[src/rtl/cpu_sequencer.sv]
// Multi-cycle CPU instruction sequencer: IDLE -> FETCH -> DECODE -> EXECUTE -> WRITEBACK,
// with a bounded fetch wait that parks the core in HALT with a sticky fault flag.
module cpu_sequencer #(
  parameter int unsigned PC_W          = 8,
  parameter int unsigned FETCH_TIMEOUT = 15
) (
  input  logic            clk,
  input  logic            rst,
  input  logic            run,
  output logic            imem_req,
  output logic [PC_W-1:0] imem_addr,
  input  logic            imem_ack,
  input  logic [15:0]     imem_rdata,
  input  logic            pc_jump,
  output logic [2:0]      state,
  output logic [3:0]      opcode,
  output logic [15:0]     instr,
  output logic [PC_W-1:0] pc,
  output logic            halted,
  output logic            fault,
  output logic [15:0]     retired
);

  localparam int unsigned CNT_W = (FETCH_TIMEOUT < 2) ? 1 : $clog2(FETCH_TIMEOUT + 1);
  localparam logic [3:0]  OP_HALT = 4'b1111;

  typedef enum logic [2:0] {
    S_IDLE      = 3'b000,
    S_FETCH     = 3'b001,
    S_DECODE    = 3'b010,
    S_EXECUTE   = 3'b011,
    S_WRITEBACK = 3'b100,
    S_HALT      = 3'b101
  } state_e;

  state_e            state_q, state_d;
  logic [PC_W-1:0]   pc_q, pc_d;
  logic [15:0]       instr_q, instr_d;
  logic [15:0]       retired_q, retired_d;
  logic              fault_q, fault_d;
  logic              jump_q, jump_d;
  logic [CNT_W-1:0]  wait_q, wait_d;

  // Next-state and datapath updates; every register holds unless its state touches it.
  always_comb begin
    state_d   = state_q;
    pc_d      = pc_q;
    instr_d   = instr_q;
    retired_d = retired_q;
    fault_d   = fault_q;
    jump_d    = jump_q;
    wait_d    = wait_q;
    unique case (state_q)
      S_IDLE: begin
        if (run) begin
          state_d = S_FETCH;
          wait_d  = '0;
        end
      end
      S_FETCH: begin
        if (imem_ack) begin
          instr_d = imem_rdata;
          state_d = S_DECODE;
        end else if (wait_q == CNT_W'(FETCH_TIMEOUT - 1)) begin
          fault_d = 1'b1;
          state_d = S_HALT;
        end else begin
          wait_d = wait_q + CNT_W'(1);
        end
      end
      S_DECODE: begin
        state_d = (instr_q[15:12] == OP_HALT) ? S_HALT : S_EXECUTE;
      end
      S_EXECUTE: begin
        jump_d  = pc_jump;
        state_d = S_WRITEBACK;
      end
      S_WRITEBACK: begin
        pc_d    = jump_q ? instr_q[PC_W-1:0] : pc_q + PC_W'(1);
        if (retired_q != 16'hFFFF) retired_d = retired_q + 16'd1;
        wait_d  = '0;
        state_d = S_FETCH;
      end
      S_HALT: begin
        state_d = S_HALT;
      end
      default: begin
        state_d = S_IDLE;
      end
    endcase
  end

  always_ff @(posedge clk) begin
    if (rst) begin
      state_q   <= S_IDLE;
      pc_q      <= '0;
      instr_q   <= '0;
      retired_q <= '0;
      fault_q   <= 1'b0;
      jump_q    <= 1'b0;
      wait_q    <= '0;
    end else begin
      state_q   <= state_d;
      pc_q      <= pc_d;
      instr_q   <= instr_d;
      retired_q <= retired_d;
      fault_q   <= fault_d;
      jump_q    <= jump_d;
      wait_q    <= wait_d;
    end
  end

  // Outputs are direct views of registered state.
  assign state     = state_q;
  assign imem_req  = (state_q == S_FETCH);
  assign imem_addr = pc_q;
  assign pc        = pc_q;
  assign instr     = instr_q;
  assign opcode    = instr_q[15:12];
  assign halted    = (state_q == S_HALT);
  assign fault     = fault_q;
  assign retired   = retired_q;

endmodule

[config.mk]
export PLATFORM = sky130hd
export DESIGN_NAME = cpu_sequencer
export DESIGN_NICKNAME = d
export VERILOG_FILES = /design/src/rtl/cpu_sequencer.sv
export SDC_FILE = /design/constraint.sdc
export NUM_CORES = 1
export LEC_CHECK = 0
export CAP_MARGIN = 10
export CORE_UTILIZATION = 30
export CTS_CLUSTER_SIZE = 25
export DETAILED_ROUTE_END_ITERATION = 8
export HOLD_SLACK_MARGIN = 0.1
export PLACE_DENSITY_LB_ADDON = 0.3
export SYNTH_ARGS = -nofsm -noshare
export SYNTH_HDL_FRONTEND = slang
export SYNTH_SLANG_ARGS = --single-unit
[constraint.sdc]
create_clock -name clk -period 1.9 [get_ports clk]
set_input_delay 0.285 -clock clk [delete_from_list [all_inputs] [get_ports clk]]
set_output_delay 0.285 -clock clk [all_outputs]
set_load 0.01 [all_outputs]
Word level (Yosys, flattened, before mapping):

Cells that the tools add are included.

* word-level logic and storage cells: 40
* input bits: 21
* register bits after elaboration: 49
* output and inout bits: 58

* bitwise operators: 1
* add/sub/neg operators: 3
* multiplexer cells: 10
* equality and inequality tests: 12
* reduce and logical (&&, ||, !) cells: 7

Operators by type and width (number)
* one-hot mux 3 bit (6 select lines): 1
* adder 16 x 1 -> 16 bit (second input constant): 1
* != test 16 bit (second input constant): 1
* two-way mux 3 bit: 4
* two-way mux 4 bit: 3
* one-hot mux 4 bit (3 select lines): 1
* adder 8 x 1 -> 8 bit (second input constant): 1
* equality test 4 bit (second input constant): 2
* two-way mux 8 bit: 1
* equality test 3 x 2 -> 1 bit (second input constant): 2
* equality test 3 bit (second input constant): 2
* != test 2 bit (second input constant): 3
* AND reduction 2 bit: 3
* adder 4 x 1 -> 4 bit (second input constant): 1
* AND reduction 4 bit: 1
* equality test 3 x 1 -> 1 bit (second input constant): 1
* zero test 3 bit: 1
* != test 3 x 1 -> 1 bit (second input constant): 1
* AND reduction 3 bit: 1
* nonzero test 3 bit: 1
* inverter 1 bit: 1

Logic depth before layout (Yosys ltp):

Gate-level depths: netlist (run 1).

* depth in word-level cells: 4
* mapped depth: 6
* mapped depth without buffers: 6

Worst setup path before layout (run 1):

OpenSTA, ideal clock, no wires.

* kind: register to register
* start: register wait_q[0]
* end: register wait_q[1]
* slack: 130 ps
* path buffers: 0
* setup time: 70 ps
* required time: 1830 ps
* arrival time: 1700 ps
* stages on the path, launching flop included: 7
* period minus slack after synthesis: 1770 ps
* path through: dfxtp_1 inv_1 ha_1 a311o_1 a211o_1 or3_1 a21oi_1

* longest elaborated chain between the ends: 4
* elaborated cells between the ends (all ways): 7
* those cells by class: 1 x add/sub; 2 x eq/ne; 3 x mux; 1 x reduce/logical

Ends and longest elaborated chain
* start, declared: line 42 `logic [CNT_W-1:0] wait_q, wait_d;`
* start signal, assigned: line 109 `wait_q <= wait_d;`
* adder 4 x 1 -> 4 bit: line 68 `wait_d = wait_q + CNT_W'(1);`
* two-way mux 4 bit: line 64 `end else if (wait_q == CNT_W'(FETCH_TIMEOUT - 1)) begin`
* two-way mux 4 bit: line 61 `if (imem_ack) begin`
* one-hot mux 4 bit (3 select lines): line 53 `unique case (state_q)`

Parallel ways exist; a longest one is shown, timed or not. The select of a mux whose other input is x is not followed.
A chain may end at the register's enable or synchronous reset.

Worst setup path after layout (run 1):

Same ends and word-level chain as after synthesis.

==> flow_summary.ini, run 1 <==
[floorplan]
rows = 32
initial_core_util_pct = 31.38
die_w_um = 92.37
dieHeight_um = 92.37
fp.coreArea_um2 = 7807
dieArea_um2 = 8531
ioPinCount = 79

[routing]
vias = 2424
via_per_inst = 5.082
drtIter0Drc = 99
drc = 0
routed_wl_mm = 6.243
antenna_left = 0
drt-wirelength-per-cell_um = 13.09
drtPass1Iterations = 4

[cells_and_area]
nets = 400
multiInputGateArea_um2 = 1277
num-fill-cells = 813
area_growth_pct = 38.87
diodes = 0
layout-drive-gt1-share_pct = 9.067
register_area_um2 = 987.2
fin_util_pct = 43.57

[synthesis]
ys_types = 50
yosysTopAreaCell = dfxtp_1
postSynthCellCount = 302
syn_area_um2 = 2450
synth_top_area_share_pct = 40.04
ys_ff_latch = 49
synth.area.top_cells = dfxtp_1 40%, a21oi_1 8.4%, nand2_1 8.3%
synthArstFlopShare_pct = 0
synth.net_count = 327
ys_warn_count = 0
yosys.cell_count.top_type = nand2_1
avgSynthCellArea_um2 = 8.112
yosysSeqAreaShare_pct = 40.04
synthFlopType = dfxtp_1
synth_enable_flop_cells = 0
synth_common_cells = 54 x nand2_1, 49 x dfxtp_1, 41 x a21oi_1, 13 x o31ai_1

[pwr]
leakagePower_nw = 1.136
powerDensity_nw_per_um2 = 590.5
irDropWorstVdd_v = 0.0002112

[sta]
tightest_slew_ns = 0.6572
hold_viol = 0
fmax_ghz = 0.5469
finClkSkew_ns = 0.005357
setup_violations = 0
rsz0062_at_grt = false
period_minus_slack_ns = 1.828
relSlewSlack_pct = 56.13
final_max_slew_viol_count = 0
setup_ws_ns = 0.07167
period_share_pct = 96.23

[clock_network]
insertion_delay_ns = 0.30
clockBufferDepth = 2
htreeDepth = 2
clkSlewWorstSetupHoldPaths_ns = 0.09
cts_buffers = 5
cts_tree = yes
hold_buffers = 0
post_cts_buffers = 0
cts-root-buf = clkbuf_8
numClockSinks = 49

[critical_path]
end_kind = flop
cpLargestDelayFamily = compound AO/OA/AOI/OAI gates
required_ns = 2.13
crit_type = reg -> reg
cp_max_fo = 5
crit_path_cell_trace = inv_1, ha_1, a311o_1, a211o_1, or3_1, a21oi_1
path_buf_inv = 1
max_stage_delay_ns = 0.35
worst_setup_path_start_kind = flop
slowest_stage = a311o_1
cp_data_arrival_time_ns = 2.06

[placement]
portBuffers = 78
gp_congestion = 0.8677
place_ws_ns = -0.02233
dp_hpwl_mm = 4.550

[status]
status = completed

[run]
maxCapViolCount = 0

[global_routing]
grt_max_degree = 26
grt_overflow = 0
antenna_found_initial = 0
first_global_vias = 2125
grt.total_usage_pct = 14.90
grt_pass1_wl_mm = 10.31

[hold_path]
hold_path_class = in -> reg
[per-layer routing]
layer / vias to the layer above / share of wire (%) / global-route usage, %
met2: 67 / 46 / 24.75
met3: 4 / 5.1 / 3.120
li1: 1230 / - / -
met4: 0 / 0.64 / 3.516
met5: - / 0 / 0
met1: 1123 / 49 / 19.67
[layout make-up]
cell class,count,area share [%]
sequential,49,29.02
tap,102,3.751
multi-input combinational,217,37.55
clock buffer,7,2.538
inverter,8,0.8827
timing repair buffer,94,26.26
[registers in the layout, indices dropped and copies added, names as in the netlist]
register   flops
jump_q         1
instr         16
imem_addr      8
fault          1
state          3
retired       16
wait_q         4
[worst register-to-register path, cell delays in order (launching register included)]
cell and delay (ns):
dfxtp_1 0.33, inv_1 0.06, ha_1 0.23, a311o_1 0.35
a211o_1 0.35, or3_1 0.32, a21oi_1 0.13
[placed cells by master, fill, tap and decap left out, drive strengths merged, types with 3 or more instances in the layout]
| cell | n |
|---|---|
| o21ai | 11 |
| a21oi | 41 |
| clkdlybuf4s50 | 75 |
| or4 | 12 |
| ha | 4 |
| nand4 | 6 |
| a31oi | 6 |
| o31ai | 13 |
| inv | 8 |
| nand3 | 12 |
| clkbuf | 7 |
| buf | 17 |
| nand2 | 54 |
| nor2 | 10 |
| dfxtp | 49 |
| or3 | 6 |
| and3 | 4 |
| a211oi | 3 |
[power by group]
group / internal (mW) / switching, mW
clock network: 0.289 / 0.323
registers: 1.05 / 0.0318
logic: 0.166 / 0.144
total: 1.51 / 0.499
[cell families (layout without fill, tap and decap cells)]
kind of cell	after synthesis	in the layout	share of synthesized area, %
and+or+nand+nor	123	123	26.81
AOI/OAI and AO/OA	87	87	21.71
DFF	49	49	40.04
buffers and inverters	36	109	8.172
adders and majority gates	4	4	2.043
muxes	2	2	0.8682
xor gates and xnor gates	1	1	0.3576
[metrics by stage]
stage / power [mW] / instance area [um^2] / setup TNS [ns] / std cells / hold WS [ns]
after floorplan: 1.257 / 2450 / 0 / 302 / 0.4210
after global placement: 1.417 / 3303 / 0 / 470 / 0.4420
after detailed placement: 1.421 / 3303 / -0.02233 / 470 / 0.4504
after CTS: 2.041 / 3395 / 0 / 477 / 0.4329
after global routing: 2.120 / 3402 / 0 / 477 / 0.4581
final: 2.009 / 3402 / 0 / 477 / 0.4231
[final timing paths]
path / cells past startpoint / endpoint / slack, ns / startpoint
setup / recovery: 6 / wait_q[1] / 0.07 / wait_q[0]
hold / removal: 2 / imem_addr[2] / 0.42 / rst
setup reg to reg: 6 / wait_q[1] / 0.07 / wait_q[0]
hold reg to reg: 2 / instr[11] / 0.46 / instr[11]
[timing repair]
action,CTS,global route
gates resized for setup,6,2
endpoints found under the setup margin,2,2
gates cloned,0,0
No activity file was read; power rests on OpenSTA's default activity.
==> inputs of run 2 (changes only) <==
--- a/config.mk
+++ b/config.mk
@@ -10,7 +10,7 @@
 export CTS_CLUSTER_SIZE = 25
 export DETAILED_ROUTE_END_ITERATION = 8
 export HOLD_SLACK_MARGIN = 0.1
-export PLACE_DENSITY_LB_ADDON = 0.3
+export PLACE_DENSITY = 0.53
 export SYNTH_ARGS = -nofsm -noshare
 export SYNTH_HDL_FRONTEND = slang
 export SYNTH_SLANG_ARGS = --single-unit
==> run 2 against run 1 <==
Compared with the run above:
- worst hold slack improved by 0.0095 ns
- sequential share of layout area down 0.37 points
- first-iteration DRC count increased by 15%
- critical endpoint unchanged
- core utilization up 0.51 points
- maximum frequency up 2.2%
- highest routed layer unchanged
- critical path depth unchanged
- sequential power about the same
- non-clock buffer count rose by 4
- design area grew 1.2%
- via count decreased by 1.1%
- combinational power up 4%
- die area is the same
==> flow_summary.ini, run 2 (synthesized netlist as in run 1, its figures left out) <==
[sta]
final_max_slew_viol_count = 0
setup_violations = 0
hold_slack_ns = 0.4326
finClkSkew_ns = 0.01322
period_minus_slack_ns = 1.789
hold_viol = 0
relSlewSlack_pct = 56.19
fmax_ghz = 0.5591
setup-tns-final_ns = 0
rsz0062_at_grt = false
period_share_pct = 94.14
tightest_slew_ns = 0.6563

[cells_and_area]
stdcell_count = 481
nets = 404
layout-drive-gt1-share_pct = 10.29
num-fill-cells = 780
layout_common_cells = 75 x clkdlybuf4s50_1, 54 x nand2_1, 47 x dfxtp_1, 41 x a21oi_1, 20 x buf_4
diodes = 0
layout_commonest_cell = clkdlybuf4s50_1
final_cell_area_um2 = 3442
area_growth_pct = 40.50

[global_routing]
grt_pass1_wl_mm = 10.94
grt_max_degree = 25
first_global_vias = 2296
grt.met1_usage_pct = 21.50
antenna_found_initial = 0
grt_use_met3_pct = 2.791
grt.total_usage_pct = 15.86
grt-busiest-layer = met2
use_met2_pct = 25.86
grt_overflow = 0

[clock_network]
numClockSinks = 49
hold_buffers = 0
cts_tree = yes
cts_buffers = 5
clockBufferDepth = 2
insertion_delay_ns = 0.30
post_cts_buffers = 0
htreeDepth = 2
cts-root-buf = clkbuf_8
clkSlewWorstSetupHoldPaths_ns = 0.09

[placement]
portBuffers = 78
dp_hpwl_mm = 4.572
dp.cells = 474
gp_congestion = 0.8137
dpl_cell_area_um2 = 3333

[critical_path]
cp_max_fo = 4
crit_type = reg -> reg
end_kind = flop
worst_setup_path_start_kind = flop
cp-endpoint = wait_q[1]
r2r_start = wait_q[0]
ff2ff_path_depth = 6
rrSetupSlack_ns = 0.11
crit_path_cell_trace = inv_1, ha_1, a311o_1, a211o_1, or3_1, a21oi_1
cp_data_arrival_time_ns = 2.03
cp-startpoint = wait_q[0]
r2r-end = wait_q[1]
max_stage_delay_ns = 0.35
slowest_stage = a311o_1
required_ns = 2.14

[routing]
drtPass1Iterations = 4
drt-wirelength-per-cell_um = 13.37
drc = 0
routed_wl_mm = 6.430
antenna_left = 0
drtIter0Drc = 114
via_per_inst = 4.985
vias = 2398

[pwr]
irDropWorstVdd_v = 0.0003076
clock_power_share_pct = 31.0
pwr-share-comb_pct = 15.8
leakagePower_nw = 1.158
swShare_pct = 25.57
powerDensity_nw_per_um2 = 592.1
internal-power_mw = 1.517
seqPwrFrac_pct = 53.2
switchingPower_uw = 521.1

[floorplan]
dieArea_um2 = 8531
rows = 32
ioPinCount = 79
initial_core_util_pct = 31.38
dieHeight_um = 92.37
die_w_um = 92.37
fp.coreArea_um2 = 7807

[hold_path]
hold_path_class = in -> reg
min-delay-start = rst

[status]
status = completed

[run]
maxCapViolCount = 0
[run 2: cell types whose count changed in the layout (fill, tap and decap cells not counted), sizes merged]
cell	previous run	this run
buf	17	21
[run 2: what timing repair did]
action / 4_1_cts / 5_1_grt
gates resized for setup: 6 / 3
setup endpoints to repair: 2 / 4
pin swaps: 0 / 1
[run 2: worst min-delay path by stage]
stage / depth (start not counted) / slack (ns) / endpoint
after floorplan: 2 / 0.42 / instr[10]
after global placement: 2 / 0.45 / instr[8]
after detailed placement: 2 / 0.46 / instr[8]
after CTS: 2 / 0.41 / imem_addr[2]
after global routing: 2 / 0.46 / retired[7]
final: 2 / 0.43 / imem_addr[2]
[run 2: power groups by stage]
stage / clock network [mW] / logic [mW] / registers (mW)
2_1_floorplan: 0 / 0.146 / 1.11
3_3_place_gp: 0 / 0.323 / 1.11
3_5_place_dp: 0 / 0.322 / 1.11
4_1_cts: 0.661 / 0.325 / 1.08
5_1_grt: 0.699 / 0.353 / 1.09
6_report: 0.632 / 0.323 / 1.08
[run 2: final cells by class]
type	count	area, um^2	area share [%]
multi-input cells	217	1289	37.44
flip-flops and latches	49	985.9	28.64
repair buffers	98	923.4	26.83
well taps	102	127.6	3.708
clock buffers	7	86.33	2.508
inverters	8	30.03	0.8724
[run 2: layer usage]
| metal | wire [um] | share of wire (%) |
|---|---|---|
| met4 | 73 | 1.1 |
| met3 | 272 | 4.2 |
| met2 | 2926 | 46 |
| met5 | 0 | 0 |
| met1 | 3156 | 49 |
[run 2: through the flow]
step | utilization, % | setup WS [ns] | power, mW
after floorplan | - | 0.1299 | 1.257
after global placement | 42.69 | 0.02157 | 1.430
after detailed placement | 42.69 | -0.01082 | 1.430
after CTS | 43.86 | 0.07799 | 2.071
after global routing | 44.09 | 0.0001712 | 2.142
final | 44.09 | 0.1114 | 2.038
[run 2: critical path, delay by kind of cell (launching register included)]
kind / cells / cell delay [ns]
DFF: 1 / 0.34
buffers and inverters: 1 / 0.06
AOI/OAI and AO/OA: 3 / 0.80
adders and majority gates: 1 / 0.21
and+or+nand+nor: 1 / 0.32
==> inputs of run 3 (changes only) <==
--- a/config.mk
+++ b/config.mk
@@ -6,11 +6,11 @@
 export NUM_CORES = 1
 export LEC_CHECK = 0
 export CAP_MARGIN = 10
-export CORE_UTILIZATION = 30
+export CORE_UTILIZATION = 27
 export CTS_CLUSTER_SIZE = 25
 export DETAILED_ROUTE_END_ITERATION = 8
 export HOLD_SLACK_MARGIN = 0.1
-export PLACE_DENSITY = 0.53
+export PLACE_DENSITY = 0.49
 export SYNTH_ARGS = -nofsm -noshare
 export SYNTH_HDL_FRONTEND = slang
 export SYNTH_SLANG_ARGS = --single-unit
==> run 3 against run 2 <==
Compared with the run above:
- core utilization decreased by 4.7 points
- global-route usage decreased by 1.8 points
- routed wire length increased by 7.4%
- register-to-register slack about the same
- sequential power about the same
- clock skew decreased by 0.0026 ns
- worst hold slack improved by 0.024 ns
- largest power group unchanged
- highest routed layer unchanged
==> flow_summary.ini, run 3 (synthesized netlist as in run 1, its figures left out) <==
[pwr]
leakagePower_nw = 1.158
powerDensity_nw_per_um2 = 594.5
irDropWorstVdd_v = 0.0002665

[floorplan]
dieArea_um2 = 9459
fp.coreArea_um2 = 8763
dieHeight_um = 97.26
initial_core_util_pct = 27.96
ioPinCount = 79
die_w_um = 97.26
rows = 34

[clock_network]
insertion_delay_ns = 0.30
hold_buffers = 0
cts-root-buf = clkbuf_8
numClockSinks = 49
post_cts_buffers = 0
cts_tree = yes
cts_buffers = 5
clkSlewWorstSetupHoldPaths_ns = 0.09
htreeDepth = 2
clockBufferDepth = 2

[cells_and_area]
layout-drive-gt1-share_pct = 11.05
diodes = 0
nets = 405
num-fill-cells = 932
layout_common_cells = 75 x clkdlybuf4s50_1, 54 x nand2_1, 45 x dfxtp_1, 41 x a21oi_1, 20 x buf_4
fin_util_pct = 39.38
area_growth_pct = 40.86
layout_commonest_cell = clkdlybuf4s50_1

[global_routing]
grt_max_degree = 27
grt_overflow = 0
grt.total_usage_pct = 14.02
antenna_found_initial = 0
first_global_vias = 2183
grt_pass1_wl_mm = 10.85

[run]
maxCapViolCount = 0

[sta]
final_max_slew_viol_count = 0
hold_viol = 0
relSlewSlack_pct = 54.10
period_share_pct = 94.44
tightest_slew_ns = 0.6876
finClkSkew_ns = 0.01060
setup-tns-final_ns = 0
setup_violations = 0
period_minus_slack_ns = 1.794
rsz0062_at_grt = false
fmax_ghz = 0.5573

[routing]
drtPass1Iterations = 6
via_per_inst = 5.070
routed_wl_mm = 6.905
vias = 2474
antenna_left = 0
drc = 0
drt-wirelength-per-cell_um = 14.15
drtIter0Drc = 59

[hold_path]
hold_path_class = in -> reg

[placement]
gp_congestion = 0.7966
portBuffers = 78
dp_hpwl_mm = 4.715

[critical_path]
cp_max_fo = 17
end_kind = flop
cp_data_arrival_time_ns = 1.98
required_ns = 2.09
worst_setup_path_start_kind = flop
crit_type = reg -> reg

[status]
status = completed
-- run 3: layout make-up --
cell class / instances / area, um^2 / area share (%)
Multi-Input combinational cell: 218 / 1290 / 37.38
Timing Repair Buffer: 98 / 923.4 / 26.76
Clock buffer: 7 / 86.33 / 2.502
Sequential cell: 49 / 985.9 / 28.57
Inverter: 8 / 30.03 / 0.8702
Tap cell: 108 / 135.1 / 3.916
-- run 3: power breakdown --
group	leakage [nW]	switching [mW]	internal [mW]
clock network	0.0443	0.345	0.290
registers	0.398	0.0314	1.06
logic	0.716	0.155	0.175
total	1.16	0.531	1.52
-- run 3: routing by layer --
layer	up-vias	wire (um)	GRT usage (%)
met2	78	3127	21.78
met1	1147	3290	19.04
li1	1240	-	-
met3	9	400	3.525
met4	0	86	4.412
met5	-	0	0
-- run 3: metrics by stage --
| step | instances | instance area (um^2) | hold slack (ns) | power (mW) | setup WS (ns) |
|---|---|---|---|---|---|
| after global placement | 480 | 3341 | 0.4416 | 1.435 | 0.05597 |
| after detailed placement | 480 | 3341 | 0.4491 | 1.435 | 0.02091 |
| final | 488 | 3451 | 0.4565 | 2.052 | 0.1056 |
| after global routing | 488 | 3451 | 0.4746 | 2.155 | 0.006363 |
| after CTS | 487 | 3430 | 0.4564 | 2.077 | 0.03975 |
| after floorplan | 302 | 2450 | 0.4210 | 1.257 | 0.1299 |
-- run 3: worst paths after layout --
path,slack [ns],end,start,depth (start not counted)
max,0.11,retired[13],retired[0],6
min,0.46,fault,rst,2
max reg2reg,0.11,retired[13],retired[0],6
min reg2reg,0.46,instr[11],instr[11],2
-- run 3: what timing repair did --
action                     in CTS  in global routing
gates cloned                    0                  1
resized for setup               5                  6
pin swaps                       0                  0
setup endpoints to repair       2                  4
-- run 3: critical path, cell delays in order (launching register included) --
cell,delay (ns)
dfxtp_1,0.35
ha_1,0.25
nand4_1,0.16
nor4b_2,0.06
buf_4,0.19
nor4_1,0.30
mux2_2,0.37
